**src/rtl/uart_mem_bridge_pkg.sv**
```systemverilog
// Shared types and defaults for the UART <-> data-memory bridge.
//   DefAddrW     : default memory address width
//   DefLoadBytes : default number of bytes captured per load (256x256 image)
//   state_e      : FSM state encoding; StIdle is all zeros so reset lands in idle
package uart_mem_bridge_pkg;

  localparam int unsigned DefAddrW     = 16;
  localparam int unsigned DefLoadBytes = 65536;

  typedef enum logic [2:0] {
    StIdle   = 3'd0,
    StLoad   = 3'd1,
    StRd     = 3'd2,
    StRdWait = 3'd3,
    StSend   = 3'd4,
    StAck    = 3'd5,
    StHold   = 3'd6
  } state_e;

endpackage

```
**src/rtl/uart_mem_bridge_rise_detect.sv**
```systemverilog
// Rising-edge detector: registers the input and pulses while din=1 and the
// registered copy is still 0.
//   clk, rst_n : clock, asynchronous active-low reset
//   din        : level input (UART rx_ready)
//   pulse      : high for the one cycle in which din has just risen
module rise_detect (
  input  logic clk,
  input  logic rst_n,
  input  logic din,
  output logic pulse
);

  logic din_q;

  always_ff @(posedge clk or negedge rst_n) begin
    if (!rst_n) begin
      din_q <= 1'b0;
    end else begin
      din_q <= din;
    end
  end

  assign pulse = din & ~din_q;

endmodule

```
**src/rtl/uart_mem_bridge.sv**
```systemverilog
// Bridge between the UART and the byte-wide data memory.
//   Load mode : each rising edge of rx_ready writes rx_data to the next address,
//               LOAD_BYTES bytes starting at address 0.
//   Dump mode : reads dump_len bytes from address 0 and hands each to the UART
//               transmitter, waiting for tx_busy to rise and fall per byte.
// Ports:
//   clk, rst_n                  : clock, asynchronous active-low reset
//   start_load, start_dump      : single-cycle start pulses (load wins if both)
//   dump_len                    : bytes to dump, sampled on start_dump
//   rx_ready, rx_data           : UART receive side
//   tx_busy, tx_data, tx_wr_en  : UART transmit side
//   mem_addr, mem_wdata, mem_we : memory write/read address port
//   mem_rdata                   : memory read data, one cycle after address
//   busy, done                  : status; done pulses once per finished transfer
// All outputs are registered.
module uart_mem_bridge
  import uart_mem_bridge_pkg::*;
#(
  parameter int unsigned ADDR_W     = DefAddrW,
  parameter int unsigned LOAD_BYTES = DefLoadBytes
) (
  input  logic              clk,
  input  logic              rst_n,
  input  logic              start_load,
  input  logic              start_dump,
  input  logic [ADDR_W:0]   dump_len,
  input  logic              rx_ready,
  input  logic [7:0]        rx_data,
  input  logic              tx_busy,
  output logic [7:0]        tx_data,
  output logic              tx_wr_en,
  output logic [ADDR_W-1:0] mem_addr,
  output logic [7:0]        mem_wdata,
  output logic              mem_we,
  input  logic [7:0]        mem_rdata,
  output logic              busy,
  output logic              done
);

  localparam int unsigned CntW = ADDR_W + 1;

  state_e state_q, state_d;
  logic [CntW-1:0]   count_q, count_d, count_inc;
  logic [CntW-1:0]   len_q, len_d;
  logic [7:0]        tx_data_q, tx_data_d;
  logic              tx_wr_en_q, tx_wr_en_d;
  logic [ADDR_W-1:0] mem_addr_q, mem_addr_d;
  logic [7:0]        mem_wdata_q, mem_wdata_d;
  logic              mem_we_q, mem_we_d;
  logic              busy_q, busy_d;
  logic              done_q, done_d;
  logic              rx_rise;

  rise_detect u_rx_rise (
    .clk   (clk),
    .rst_n (rst_n),
    .din   (rx_ready),
    .pulse (rx_rise)
  );

  assign count_inc = count_q + CntW'(1);

  always_comb begin
    state_d     = state_q;
    count_d     = count_q;
    len_d       = len_q;
    tx_data_d   = tx_data_q;
    tx_wr_en_d  = 1'b0;
    mem_addr_d  = mem_addr_q;
    mem_wdata_d = mem_wdata_q;
    mem_we_d    = 1'b0;
    done_d      = 1'b0;

    unique case (state_q)
      StIdle: begin
        if (start_load) begin
          state_d = StLoad;
          count_d = '0;
        end else if (start_dump) begin
          len_d   = dump_len;
          count_d = '0;
          if (dump_len == '0) begin
            done_d = 1'b1;
          end else begin
            state_d    = StRd;
            mem_addr_d = '0;
          end
        end
      end
      StLoad: begin
        // Terminal check on the full-width counter, so 2^ADDR_W bytes still ends cleanly.
        if (count_q == CntW'(LOAD_BYTES)) begin
          state_d = StIdle;
          done_d  = 1'b1;
        end else if (rx_rise) begin
          mem_we_d    = 1'b1;
          mem_addr_d  = count_q[ADDR_W-1:0];
          mem_wdata_d = rx_data;
          count_d     = count_inc;
        end
      end
      StRd:     state_d = StRdWait;
      StRdWait: begin
        // Read data for the address driven in StRd is valid in this cycle.
        state_d    = StSend;
        tx_data_d  = mem_rdata;
        tx_wr_en_d = 1'b1;
      end
      StSend:   state_d = StAck;
      StAck: begin
        if (tx_busy) state_d = StHold;
      end
      StHold: begin
        if (!tx_busy) begin
          count_d = count_inc;
          if (count_inc == len_q) begin
            state_d = StIdle;
            done_d  = 1'b1;
          end else begin
            state_d    = StRd;
            mem_addr_d = count_inc[ADDR_W-1:0];
          end
        end
      end
      default:  state_d = StIdle;
    endcase

    busy_d = (state_d != StIdle);
  end

  always_ff @(posedge clk or negedge rst_n) begin
    if (!rst_n) begin
      state_q     <= StIdle;
      count_q     <= '0;
      len_q       <= '0;
      tx_data_q   <= '0;
      tx_wr_en_q  <= 1'b0;
      mem_addr_q  <= '0;
      mem_wdata_q <= '0;
      mem_we_q    <= 1'b0;
      busy_q      <= 1'b0;
      done_q      <= 1'b0;
    end else begin
      state_q     <= state_d;
      count_q     <= count_d;
      len_q       <= len_d;
      tx_data_q   <= tx_data_d;
      tx_wr_en_q  <= tx_wr_en_d;
      mem_addr_q  <= mem_addr_d;
      mem_wdata_q <= mem_wdata_d;
      mem_we_q    <= mem_we_d;
      busy_q      <= busy_d;
      done_q      <= done_d;
    end
  end

  assign tx_data   = tx_data_q;
  assign tx_wr_en  = tx_wr_en_q;
  assign mem_addr  = mem_addr_q;
  assign mem_wdata = mem_wdata_q;
  assign mem_we    = mem_we_q;
  assign busy      = busy_q;
  assign done      = done_q;

endmodule

```
**config.mk**
```make
export PLATFORM = sky130hd
export DESIGN_NAME = uart_mem_bridge
export DESIGN_NICKNAME = d
export VERILOG_FILES = /design/src/rtl/uart_mem_bridge_pkg.sv /design/src/rtl/uart_mem_bridge_rise_detect.sv /design/src/rtl/uart_mem_bridge.sv
export SDC_FILE = /design/constraint.sdc
export NUM_CORES = 1
export LEC_CHECK = 0
export ABC_AREA = 1
export BUFFER_PORTS_ARGS = -buffer_cell sky130_fd_sc_hd__buf_2
export CORE_MARGIN = 10
export CORE_UTILIZATION = 55
export DETAILED_ROUTE_END_ITERATION = 10
export PLACE_DENSITY_LB_ADDON = 0.3
export SETUP_SLACK_MARGIN = 0.02
export SLEW_MARGIN = 20
export SYNTH_ARGS = -nofsm -noshare
export SYNTH_HDL_FRONTEND = slang
export SYNTH_SLANG_ARGS = --single-unit
```
**constraint.sdc**
```tcl
create_clock -name clk -period 3.48 [get_ports clk]
set_clock_uncertainty 0.05 [all_clocks]
set_input_delay 1.044 -clock clk [delete_from_list [all_inputs] [get_ports clk]]
set_output_delay 1.044 -clock clk [all_outputs]
set_load 0.02 [all_outputs]
```
==> impl_metrics.yaml, run 1 <==
cells_and_area:
  num_antenna_cells: 0
  fin_area_sq_um: 4680
  fin_util_pct: 65.2
  nFillCells: 627
  drive_gt1_share_pct: 27.3
  fin_cells: 678
  synthToLayoutAreaGrowth_pct: 16.5
  final_nets: 616
setup_path:
  worstPathRequired_ns: 3.72
  crit_chain: "ha_1 > nand3_1 > nor2_2 > nand4_1 > nand3_1 > nand2_1 > nor2_1 > nand2_1 > nor2_4 > nand3_4 > nand2_4 > nand2_1 > nand2_1"
  critPathMaxStageDelay_ns: 0.49
  start_kind: "flop"
  worstPathArrival_ns: 2.87
  crit_path_frequent_cell: "nand2_1"
  rrSetupSlack_ns: 0.85
  cp_max_fo: 17
  r2r_end: "mem_addr[1]$_DFFE_PN0P_"
  worst-setup-path-type: "reg -> reg"
  crit_slowest_cell: "dfrtp_1"
  endpoint_kind: "flop"
  ff2ff_path_depth: 13
  r2r_start: "count_q[0]$_DFFE_PN0P_"
sta:
  slew_headroom_pct: 57.9
  setup_viol: 0
  rsz0062_at_grt: "false"
  final_max_slew_viol_count: 0
  fin_tns_setup_ns: 0
  min_period_ns: 2.63
  fmax_mhz: 380
  final_hold_viol_count: 0
  setup_ws_ns: 0.847
  worstMarginPinSlew_ns: 0.629
  period_share_pct: 75.7
placement:
  post-place-ws_ns: 0.875
  place_area_sq_um: 4490
  hpwl_um: 7910
  io_buffers: 74
  gp_congestion: 0.962
  dp.cells: 663
die:
  rows: 31
  die_area_sq_um: 11100
  die_w_um: 105
  initial_core_util_pct: 56.0
  die_h_um: 105
  pin_count: 75
  coreArea_sq_um: 7180
synthesis:
  synth_top_family_by_area: "simple AND/OR/NAND/NOR gates"
  synth.yosys.seq_area_share_pct: 46.1
  syn_area_sq_um: 4020
  synth-xor-area-share_pct: 0.778
  synth.distinct_cells: 38
  synth_compound_area_share_pct: 11.2
  synth.net_count: 536
  ys_warn_count: 0
  synthMuxAreaShare_pct: 2.80
  synthCells: 495
  postSynthAreaPerCell_sq_um: 8.12
  synthAdderAreaFrac_pct: 0.623
  ys_ff_latch: 74
  synthSimpleGateAreaFrac_pct: 31.8
pwr:
  p_per_area_nw_per_um2: 714
  pwr-share-clk_pct: 19.8
  combPwrFrac_pct: 42.1
  switching_share_pct: 43.0
  p_switching_mw: 1.44
  intPower_mw: 1.91
  irDropWorstVdd_mv: 0.489
  leakage_nw: 2.34
  seqPwrFrac_pct: 38.1
global_routing:
  grt_pass1_wl_um: 17000
  use_met1_pct: 25.0
  grtUsageMet2_pct: 28.2
  grt_pass1_vias: 3510
  grt-ovfl-total: 0
  grt.busiest_layer: "met2"
  grt_usage_pct: 18.5
  grt_antenna_before_repair: 0
  use_met3_pct: 4.14
  grt_max_degree: 34
hold_path:
  hold_start: "tx_data[3]$_DFFE_PN0P_"
  hp-class: "reg -> reg"
  hold_end: "tx_data[3]$_DFFE_PN0P_"
  hold-path-cell-count: 2
clocking:
  cts-resized-gates: 0
  cts_max_path_buffers: 2
  cts_tree: "built"
  cts_post_setup_buffers_inserted: 0
  numCtsBuffers: 9
  hold_buffers: 0
  clk_pin_slew_ns: 0.08
  root_buffer: "clkbuf_8"
  cts.sinks: 74
  clock_latency_ns: 0.35
  ctsHtreeMaxLevel: 3
route:
  ant_nets: 0
  wl_per_cell_um: 15.0
  vias: 3624
  via_per_inst: 5.35
  drt-pass1-iter-count: 5
  drc_errors: 0
  drtIter0Drc: 307
  wl_um: 10200
status:
  run_status: "completed"
flow_run:
  maxCapViolCount: 0
[metrics by stage]
stage          total power [mW]  hold WS [ns]
3_3_place_gp               2.65         0.401
4_1_cts                    3.36         0.424
3_5_place_dp               2.70         0.404
6_report                   3.34         0.419
5_1_grt                    3.57         0.439
2_1_floorplan              2.30         0.416
[state kept, by name (all words and copies together) (netlist names)]
name and count:
u_rx_rise.din_q 1, done 1, count_q 17, state_q 3, busy 1, tx_wr_en 1, len_q 17, tx_data 8
mem_wdata 8, mem_we 1, mem_addr 16
[power by group through the flow]
stage | registers, mW | logic, mW | clock network (mW)
after floorplan | 1.40 | 0.903 | 0
after global placement | 1.27 | 1.38 | 0
after detailed placement | 1.29 | 1.41 | 0
after CTS | 1.27 | 1.42 | 0.671
after global routing | 1.30 | 1.56 | 0.705
final | 1.27 | 1.41 | 0.662
[cell usage after synthesis (all sizes together)]
cell / instances / share of area [%]
xnor3: 1 / 0.56
dfrtp: 74 / 46
nor3b: 1 / 0.19
nor3: 5 / 0.87
o21ai: 23 / 2.9
buf: 5 / 1.1
o31ai: 1 / 0.19
nand4: 12 / 1.9
nand3b: 5 / 0.93
inv: 54 / 5.0
mux2: 10 / 2.8
a21oi: 13 / 2.0
xor2: 1 / 0.22
clkinv: 1 / 0.093
o22ai: 26 / 5.6
nand2: 162 / 16
or2: 1 / 0.16
ha: 2 / 0.62
nor2: 42 / 4.9
o21bai: 2 / 0.37
nor4: 2 / 0.31
clkbuf: 5 / 0.47
o211ai: 1 / 0.19
nand3: 46 / 6.3
[cells by family (layout without fill, tap and decap cells)]
kind of cell               after synthesis  in the layout
buffers and inverters                   65            149
DFF                                     74             74
AOI/OAI and AO/OA                       66             66
adders and majority gates                2              2
and+or+nand+nor                        276            276
xor gates and xnor gates                 2              2
muxes                                   10             10
[how the worst max path moves through the flow]
stage | from | end | slack (ns)
6_report | count_q[0]$_DFFE_PN0P_ | mem_addr[1]$_DFFE_PN0P_ | 0.85
2_1_floorplan | dump_len[13] | mem_addr[10]$_DFFE_PN0P_ | 1.07
5_1_grt | count_q[0]$_DFFE_PN0P_ | mem_addr[1]$_DFFE_PN0P_ | 0.67
3_3_place_gp | rx_ready | count_q[16]$_DFFE_PN0P_ | 0.90
3_5_place_dp | count_q[0]$_DFFE_PN0P_ | mem_addr[1]$_DFFE_PN0P_ | 0.88
4_1_cts | count_q[0]$_DFFE_PN0P_ | mem_addr[1]$_DFFE_PN0P_ | 0.87
[area by class of cell]
cell class / count / area (sq um) / area share, %
Clock inverter: 5 / 55.1 / 1.18
Sequential cell: 74 / 1850 / 39.6
Timing Repair Buffer: 79 / 408 / 8.71
Inverter: 55 / 206 / 4.41
Tap cell: 99 / 124 / 2.65
Clock buffer: 10 / 138 / 2.94
Multi-Input combinational cell: 356 / 1900 / 40.6
[cells in the final DEF, fill, tap and decap left out, types with 2 or more instances in the layout]
cell type | netlist | routed
a21oi_1 | 11 | 11
buf_2 | 3 | 74
buf_4 | 1 | 5
clkbuf_8 | 0 | 10
clkinv_2 | 0 | 2
clkinvlp_4 | 0 | 2
dfrtp_1 | 74 | 74
ha_1 | 2 | 2
inv_1 | 45 | 45
inv_2 | 9 | 9
mux2_2 | 10 | 10
nand2_1 | 145 | 145
nand2_2 | 16 | 16
nand3_1 | 43 | 43
nand3_2 | 2 | 2
nand3b_1 | 5 | 5
nand4_1 | 12 | 12
nor2_1 | 32 | 32
nor2_2 | 7 | 7
nor2_4 | 3 | 3
nor3_1 | 3 | 3
nor3_2 | 2 | 2
nor4_1 | 2 | 2
o21ai_0 | 21 | 21
o21ai_1 | 2 | 2
o21bai_1 | 2 | 2
o22ai_1 | 16 | 16
o22ai_2 | 10 | 10
[critical path, delay by kind of cell (launching register included)]
kind / cells / cell delay (ns)
fa+ha+maj: 1 / 0.26
simple gates: 12 / 1.77
flops: 1 / 0.49
[layer usage]
metal | wire length, um | share of wire (%) | up-vias
li1 | - | - | 1789
met1 | 4680 | 46 | 1676
met3 | 784 | 7.7 | 14
met2 | 4550 | 45 | 145
met5 | 0 | 0 | -
met4 | 159 | 1.6 | 0
Power figures use the tool's default switching activity.
==> run 2: changes to the inputs <==
- ABC_AREA: 1 -> 0
- clock period: 3.48 -> 2.6 ns (I/O delays scaled with it)
==> run 2 against run 1 <==
Critical path depth decreased by 4; non-clock buffer count up 74; maximum frequency hardly changed; largest power group unchanged; setup slack lost 0.88 ns; area after synthesis increased by 4.1%; the flow now finishes with violations (negative setup slack); flip-flop and latch count stayed put.
==> impl_metrics.yaml, run 2 <==
sta:
  worstMarginPinSlew_ns: 0.757
  min_period_ns: 2.63
  slew_headroom_pct: 49.4
  rsz0062_at_grt: "true"
  period_share_pct: 101
  final_max_slew_viol_count: 0
  final_hold_viol_count: 0
  setup_viol: 16
  setup_ws_ns: -0.0329
  fmax_mhz: 380
  holdWs_ns: 0.285
placement:
  gp_congestion: 0.945
  dp.cells: 657
  io_buffers: 74
  hpwl_um: 9120
synthesis:
  synthSimpleGateAreaFrac_pct: 21.1
  synth_compound_area_share_pct: 15.3
  ys_ff_latch: 74
  synth_top_area_cell: "dfrtp_1"
  async_flop_share_pct: 100
  synth-edff-count: 0
  synth_top_area_share_pct: 44.3
  synth_common_cells: "nand2_1 (84), dfrtp_1 (74), o21ai_0 (42), o31ai_1 (26), nor2_1 (25)"
  synthMuxAreaShare_pct: 10.0
  syn_area_sq_um: 4180
  yosysMostFrequentCell: "nand2_1"
  synthCells: 448
  synth-xor-area-share_pct: 3.98
  synth.net_count: 489
  synth_top_cells_by_area: "dfrtp_1 (44%), nand2_1 (7.5%), mux2_2 (5.9%)"
  postSynthAreaPerCell_sq_um: 9.34
  synthAdderAreaFrac_pct: 0.598
  synth.distinct_cells: 56
  ys_warn_count: 0
  ys.flop_type: "dfrtp_1"
  synth_top_family_by_area: "simple AND/OR/NAND/NOR gates"
  synth.yosys.seq_area_share_pct: 44.3
setup_path:
  worstPathArrival_ns: 2.84
  start_kind: "flop"
  r2r_end: "mem_addr[15]$_DFFE_PN0P_"
  crit_path_end: "mem_addr[15]$_DFFE_PN0P_"
  r2r_start: "count_q[4]$_DFFE_PN0P_"
  ff2ff_path_depth: 9
  worst-setup-path-type: "reg -> reg"
  worstPathRequired_ns: 2.80
  rrSetupSlack_ns: -0.03
  critPathLaunch: "count_q[4]$_DFFE_PN0P_"
  endpoint_kind: "flop"
  cp_max_fo: 8
global_routing:
  grt_max_degree: 44
  grt_usage_pct: 21.6
  grt-ovfl-total: 0
  grt_pass1_vias: 4018
  grt_pass1_wl_um: 20000
  grt_antenna_before_repair: 0
clocking:
  clock_latency_ns: 0.37
  cts_max_path_buffers: 2
  cts.sinks: 74
  numCtsBuffers: 9
  cts_tree: "built"
  hold_buffers: 0
  clk_pin_slew_ns: 0.09
  ctsHtreeMaxLevel: 3
  root_buffer: "clkbuf_8"
die:
  die_h_um: 107
  initial_core_util_pct: 57.1
  pin_count: 75
  coreArea_sq_um: 7330
  die_w_um: 107
  die_area_sq_um: 11500
  rows: 31
status:
  run_status: "complete, but fails checks"
  violations: "negative setup slack"
pwr:
  leakage_nw: 2.66
  combPwrFrac_pct: 44.2
  switching_share_pct: 41.3
  intPower_mw: 2.84
  p_per_area_nw_per_um2: 870
  p_switching_mw: 2.00
  p_total_mw: 4.84
  pwr-share-clk_pct: 19.6
  seqPwrFrac_pct: 36.2
  irDropWorstVdd_mv: 0.763
route:
  drt-pass1-iter-count: 5
  drtIter0Drc: 275
  wl_um: 12600
  drc_errors: 0
  wl_per_cell_um: 18.5
  vias: 3998
  ant_nets: 0
  via_per_inst: 5.85
cells_and_area:
  synthToLayoutAreaGrowth_pct: 32.9
  drive_gt1_share_pct: 41.6
  final_nets: 620
  fin_cells: 683
  fin_util_pct: 75.8
  num_antenna_cells: 0
  final_common_cell: "nand2_1"
  final_cell_mix: "nand2_1 (84), buf_2 (73), buf_4 (71), dfrtp_1 (65), o21ai_0 (41)"
hold_path:
  hp-class: "in -> async"
flow_run:
  maxCapViolCount: 0
run 2: changes by cell type in the layout (fill, tap and decap cells not counted), sizes merged, moves of 19 or more:
| cell | before | now |
|---|---|---|
| nand2 | 162 | 84 |
| buf | 79 | 153 |
| inv | 54 | 11 |
| nand3 | 46 | 13 |
| o22ai | 26 | 0 |
| o31ai | 1 | 26 |
| mux2 | 10 | 33 |
| o21ai | 23 | 42 |
run 2: timing repair:
action,in CTS,in global routing
gates resized for setup,25,29
pin swaps,3,9
cloned,0,0
setup endpoints to repair,33,32
buffers inserted,0,10
run 2: worst max-delay path: stages (launching register included):
cell and delay, ns:
dfrtp_1 0.44, nand4_4 0.13, buf_6 0.15, nor4_4 0.31
xnor2_1 0.12, a2111o_1 0.40, nor3_4 0.26, a41oi_4 0.17
buf_8 0.19, mux2_4 0.29
run 2: logic make-up after synthesis:
group | after synthesis
and+or+nand+nor | 176
DFF | 74
buffers and inverters | 44
muxes | 34
adders and majority gates | 2
AOI/OAI and AO/OA | 99
xor gates and xnor gates | 19
run 2: worst min path at each step:
stage / slack, ns / endpoint / cells after the start / start
global placement: 0.40 / mem_wdata[5]$_DFFE_PN0P_ / 2 / mem_wdata[5]$_DFFE_PN0P_
CTS: 0.31 / mem_addr[9]$_DFFE_PN0P_ / 1 / rst_n
global route: 0.33 / mem_addr[9]$_DFFE_PN0P_ / 1 / rst_n
finish: 0.28 / mem_addr[9]$_DFFE_PN0P_ / 1 / rst_n
floorplan: 0.43 / busy$_DFF_PN0_ / 0 / rst_n
detailed placement: 0.41 / mem_wdata[2]$_DFFE_PN0P_ / 2 / mem_wdata[2]$_DFFE_PN0P_
run 2: cell type report:
type,instances,area [sq um]
multi-input combinational,330,2310
sequential,74,1860
fill,478,1770
timing repair buffer,153,1020
clock buffer,10,128
tap,99,124
clock inverter,6,75.1
inverter,11,43.8
run 2: power by group through the flow:
stage	Sequential [mW]	Combinational [mW]	Clock (mW)
after global routing	1.78	2.33	1.01
after floorplan	1.83	1.15	0
after CTS	1.73	2.05	0.964
final	1.75	2.14	0.949
after global placement	1.74	1.89	0
after detailed placement	1.75	1.96	0
run 2: stage by stage:
stage	area (sq um)	worst slack (ns)	TNS (ns)
2_1_floorplan	4220	0.0217	0
3_3_place_gp	5080	-0.118	-1.93
3_5_place_dp	5080	-0.195	-3.86
4_1_cts	5380	-0.0375	-0.444
5_1_grt	5560	-0.119	-1.76
6_report	5560	-0.0329	-0.397
run 2: routing by layer:
metal  share of wire [%]  vias to the layer above  track usage (%)
met2                  48                      189             34.2
met3                 7.9                       33             5.93
met5                   0                        -                0
met1                  41                     1920             26.2
li1                    -                     1856                -
met4                 2.6                        0             11.3
